[src/rtl/cpu_pkg.sv]
// cpu_pkg: shared opcode, accumulator-load, ALU and FSM state encodings for the accumulator CPU.
package cpu_pkg;
    localparam logic [2:0] OP_HLT = 3'd0;
    localparam logic [2:0] OP_LDA = 3'd1;
    localparam logic [2:0] OP_STA = 3'd2;
    localparam logic [2:0] OP_ADD = 3'd3;
    localparam logic [2:0] OP_SUB = 3'd4;
    localparam logic [2:0] OP_AND = 3'd5;
    localparam logic [2:0] OP_JMP = 3'd6;
    localparam logic [2:0] OP_JZ  = 3'd7;
    localparam logic [1:0] AC_HOLD = 2'd0;
    localparam logic [1:0] AC_ALU  = 2'd1;
    localparam logic [1:0] AC_MEM  = 2'd2;
    localparam logic [1:0] ALU_ADD  = 2'd0;
    localparam logic [1:0] ALU_SUB  = 2'd1;
    localparam logic [1:0] ALU_AND  = 2'd2;
    localparam logic [1:0] ALU_PASS = 2'd3;
    typedef enum logic [2:0] {ST_IDLE, ST_FETCH, ST_DECODE, ST_EXEC, ST_HALT} state_t;
endpackage

[src/rtl/cpu_ctrl_seq.sv]
// cpu_ctrl_seq: three-cycle fetch/decode/execute control FSM for the 8-bit accumulator CPU.
module cpu_ctrl_seq
    import cpu_pkg::*;
#(
    parameter int ADDR_W = 5,
    parameter int OPC_W  = 3,
    parameter int CNT_W  = 16
) (
    input  logic              clk,
    input  logic              rst,
    input  logic              start,
    input  logic [7:0]        mem_data,
    input  logic              ac_zero,
    output logic [ADDR_W-1:0] op_addr,
    output logic              addr_sel,
    output logic              mem_rd,
    output logic              mem_wr,
    output logic              pc_inc,
    output logic              pc_load,
    output logic [1:0]        ac_en,
    output logic [1:0]        alu_op,
    output logic              halted,
    output logic [CNT_W-1:0]  instr_cnt
);
    state_t state, state_nx;
    logic [7:0] ir;
    logic [OPC_W-1:0] opc;
    assign opc = ir[7 -: OPC_W];
    assign op_addr = ir[ADDR_W-1:0];
    always_ff @(posedge clk or negedge rst) begin
        if (!rst) begin
            state     <= ST_IDLE;
            ir        <= '0;
            instr_cnt <= '0;
        end else begin
            state <= state_nx;
            if (state == ST_FETCH)
                ir <= mem_data;
            // HLT retires on its way into HALT; every other opcode retires leaving EXEC
            if (state == ST_EXEC || (state == ST_DECODE && opc == OP_HLT))
                instr_cnt <= instr_cnt + CNT_W'(1);
        end
    end
    always_comb begin
        state_nx = state;
        addr_sel = 1'b0;
        mem_rd   = 1'b0;
        mem_wr   = 1'b0;
        pc_inc   = 1'b0;
        pc_load  = 1'b0;
        ac_en    = AC_HOLD;
        alu_op   = ALU_ADD;
        halted   = 1'b0;
        case (state)
            ST_IDLE:   state_nx = start ? ST_FETCH : ST_IDLE;
            ST_FETCH: begin
                mem_rd   = 1'b1;
                state_nx = ST_DECODE;
            end
            ST_DECODE: begin
                pc_inc   = 1'b1;
                state_nx = (opc == OP_HLT) ? ST_HALT : ST_EXEC;
            end
            ST_EXEC: begin
                addr_sel = 1'b1;
                alu_op   = ALU_PASS;
                state_nx = ST_FETCH;
                case (opc)
                    OP_LDA: begin mem_rd = 1'b1; ac_en = AC_MEM; end
                    OP_STA: mem_wr = 1'b1;
                    OP_ADD: begin mem_rd = 1'b1; ac_en = AC_ALU; alu_op = ALU_ADD; end
                    OP_SUB: begin mem_rd = 1'b1; ac_en = AC_ALU; alu_op = ALU_SUB; end
                    OP_AND: begin mem_rd = 1'b1; ac_en = AC_ALU; alu_op = ALU_AND; end
                    OP_JMP: pc_load = 1'b1;
                    OP_JZ:  pc_load = ac_zero;
                    default: ;
                endcase
            end
            ST_HALT:   halted = 1'b1;
            default:   state_nx = ST_IDLE;
        endcase
    end
endmodule

[config.mk]
export PLATFORM = sky130hd
export DESIGN_NAME = cpu_ctrl_seq
export DESIGN_NICKNAME = d
export VERILOG_FILES = /design/src/rtl/cpu_pkg.sv /design/src/rtl/cpu_ctrl_seq.sv
export SDC_FILE = /design/constraint.sdc
export NUM_CORES = 1
export LEC_CHECK = 0
export ABC_AREA = 1
export BUFFER_PORTS_ARGS = -buffer_cell sky130_fd_sc_hd__clkbuf_2
export CORE_MARGIN = 2
export CORE_UTILIZATION = 45
export DETAILED_ROUTE_END_ITERATION = 8
export PLACE_DENSITY = 0.73
export SLEW_MARGIN = 0
export SYNTH_ARGS = -nofsm -noshare
export SYNTH_HDL_FRONTEND = slang
export SYNTH_SLANG_ARGS = --single-unit
[constraint.sdc]
create_clock -name clk -period 2.2 [get_ports clk]
set_input_delay 0.55 -clock clk [delete_from_list [all_inputs] [get_ports clk]]
set_output_delay 0.55 -clock clk [all_outputs]
set_load 0.03 [all_outputs]
==> impl_metrics.tcl <==
set metrics [dict create \
    outcome "completed" \
    worstSkewPairLatency_ns 0.32 \
    multi_input_area_sq_um 748.2 \
    r2r-end "instr_cnt[14]" \
    htree_levels 1 \
    grt_pass1_wl_um 5271 \
    cts_tree "built" \
    p_int_w 0.001084 \
    power_density_nw_per_um2 1168 \
    drive_gt1_share_pct 32.35 \
    die_h_um 63 \
    slew_headroom_pct 56.11 \
    slew_violations 0 \
    synth_xor_xnor_area_share_pct 1.118 \
    required_ns 1.65 \
    drt-wirelength-per-cell_um 10.66 \
    whs_ns 0.2237 \
    critical_path.slowest_cell "dfrtp_1" \
    critPathTopFamily "simple AND/OR/NAND/NOR gates" \
    clk_pin_slew_ns 0.14 \
    max_freq_mhz 468.0 \
    timing.final.crit_share_pct 97.13 \
    maxCapViolCount 0 \
    seq_area_sq_um 675.6 \
    dp_hpwl_um 2235 \
    path_buf_inv 2 \
    final_common_cell "nand2_1" \
    fp-row-count 21 \
    cts_buffer_depth 2 \
    start_util_pct 46.94 \
    syn_area_sq_um 1567 \
    core_sq_um 3337 \
    netlist-cell-type-count 28 \
    numCtsBuffers 3 \
    n_fill_cell 336 \
    crit_path_max_incr_delay_ns 0.45 \
    reg2reg_setup_slack_ns 0.66 \
    clock-sinks 27 \
    synth-simple-area-share_pct 35.38 \
    endpoint_kind "output port" \
    leakage_nw 0.9419 \
    critPathKind "reg -> out" \
    pwr-share-clk_pct 9.9 \
    syn_nets 209 \
    area_delta_synth_final_pct 17.81 \
    start_kind "register" \
    skew_ns 0.007830 \
    syn_area_per_cell_sq_um 7.992 \
    grt_pass1_vias 1195 \
    track_usage_pct 16.49 \
    cp_max_fo 5 \
    setup_tns_ns 0 \
    synth_compound_area_share_pct 5.431 \
    final_hold_viol_count 0 \
    first_pass_iters 4 \
    routed_wl_um 3027 \
    dieArea_sq_um 3969 \
    antenna_found_initial 0 \
    portBuffers 42 \
    synth_largest_area_cell "dfrtp_1" \
    place_congestion 0.7994 \
    n_antenna_cell 0 \
    vias 1357 \
    r2r_start "instr_cnt[0]" \
    ioPinCount 43 \
    setup_violations 0 \
    rr_worst_depth 6 \
    synth_top_area_share_pct 43.13 \
    final_core_util_pct 55.31 \
    synth.area.mux_share_pct 4.073 \
    via_per_inst 4.778 \
    arrival_ns 1.59 \
    grt_max_degree 28 \
    max-vdd-ir-drop_uv 576.9 \
    seq_area_frac_synth_pct 43.13 \
    pwr-share-seq_pct 36.7 \
    drt_iter0_markers 64 \
    synth_top_family_by_area "simple AND/OR/NAND/NOR gates" \
    ys_warn_count 0 \
    combPwrFrac_pct 53.4 \
    nets 252 \
    root_buffer "clkbuf_4" \
    final_cell_mix "54 x nand2_1, 39 x clkbuf_2, 27 x dfrtp_1" \
    die_w_um 63 \
    route.detailed.drc 0 \
    grt_overflow 0 \
    ys_seq_elements 27 \
    path_cells "nand2_2 -> nor2_4 -> buf_4 -> nand2_1 -> nor2_1 -> clkbuf_4" \
    switching_share_pct 49.72 \
    switchingPower_w 0.001071 \
    netlist_instances 196 \
    place_inst 277 \
    layout.cells.non_filler 284 \
    worst_pin_slew_ns 0.6584 \
    ant_nets 0 \
    synthTopCellsByArea "dfrtp_1 43%, nand2_1 13%, inv_1 4.6%" \
    min_period_ns 2.137 \
    hold_path_class "in -> async" \
    synthAdderAreaFrac_pct 0.7987 \
]
==> routing by layer <==
layer	GRT usage, %	vias to the layer above	part of all wire (%)
met3	1.622	4	3.4
met2	25.27	29	47
met1	23.48	619	48
li1	-	705	-
met5	0	-	0
met4	7.500	0	1.7
==> kinds of logic after synthesis <==
logic type	Yosys count
AOI/OAI and AO/OA	14
xor gates and xnor gates	2
adders and majority gates	1
buffers and inverters	32
DFF	27
muxes	5
and+or+nand+nor	115
==> power by group through the flow <==
stage | registers [W] | clock network (W) | logic [W]
after floorplan | 0.000851 | 0 | 0.000889
after global placement | 0.000789 | 0 | 0.00112
after detailed placement | 0.000793 | 0 | 0.00113
after CTS | 0.000784 | 0.000224 | 0.00113
after global routing | 0.000818 | 0.000252 | 0.00128
final | 0.000792 | 0.000212 | 0.00115
==> worst reg2reg max path, stage by stage (launching register included) <==
cell and delay, ns:
dfrtp_1 0.52, ha_1 0.26, nand2_1 0.07, nor3_1 0.34, nand3_1 0.12, nand2_1 0.08, nand2_1 0.05
==> what timing repair did <==
action / 4_1_cts / 5_1_grt
buffers inserted: 0 / 3
endpoints found under the setup margin: 2 / 4
pin swaps: 0 / 1
hold buffers: 0 / 0
gates resized for setup: 2 / 7
==> metrics by stage <==
step | cell area (sq um) | power (W) | setup slack, ns
after floorplan | 1567 | 0.001740 | -0.1999
after global placement | 1774 | 0.001909 | 0.3890
after detailed placement | 1774 | 0.001920 | 0.3567
after CTS | 1805 | 0.002137 | 0.002481
after global routing | 1846 | 0.002345 | -0.03727
final | 1846 | 0.002155 | 0.06320
==> layout make-up <==
type | count | share of cell area (%)
repair buffers | 46 | 13.42
flip-flops and latches | 27 | 36.61
multi-input cells | 137 | 40.54
clock buffers | 4 | 1.424
inverters | 24 | 4.881
well taps | 46 | 3.119
==> cells in the mapped netlist <==
cell      count
buf_4         6
xor2_1        1
nand3b_1      6
a21oi_4       1
nor4_1        2
nand3_2       1
o21ai_1       5
mux2_4        2
clkinv_1      1
nor2_4        4
o21ai_0       2
xnor2_1       1
ha_1          1
mux2_2        3
buf_6         2
nor3_1        1
a21oi_1       4
o31ai_1       1
nor2_2        5
nand2_1      55
dfrtp_1      27
inv_1        19
o22ai_1       1
nand3_1      12
inv_2         4
nand2_2       5
nor2_1       17
nand4_1       7
==> flip-flops by register name (all words and copies together) (netlist names) <==
signal     flops
instr_cnt     16
ir             8
state          3
==> worst max-delay path by stage <==
stage | cells past startpoint | end | from
finish | 6 | ac_en[0] | state[1]
global route | 6 | ac_en[0] | state[1]
CTS | 6 | ac_en[1] | state[2]
floorplan | 5 | ac_en[1] | state[2]
global placement | 6 | ac_en[1] | state[2]
detailed placement | 6 | ac_en[1] | state[2]
Power figures use the tool's default switching activity.
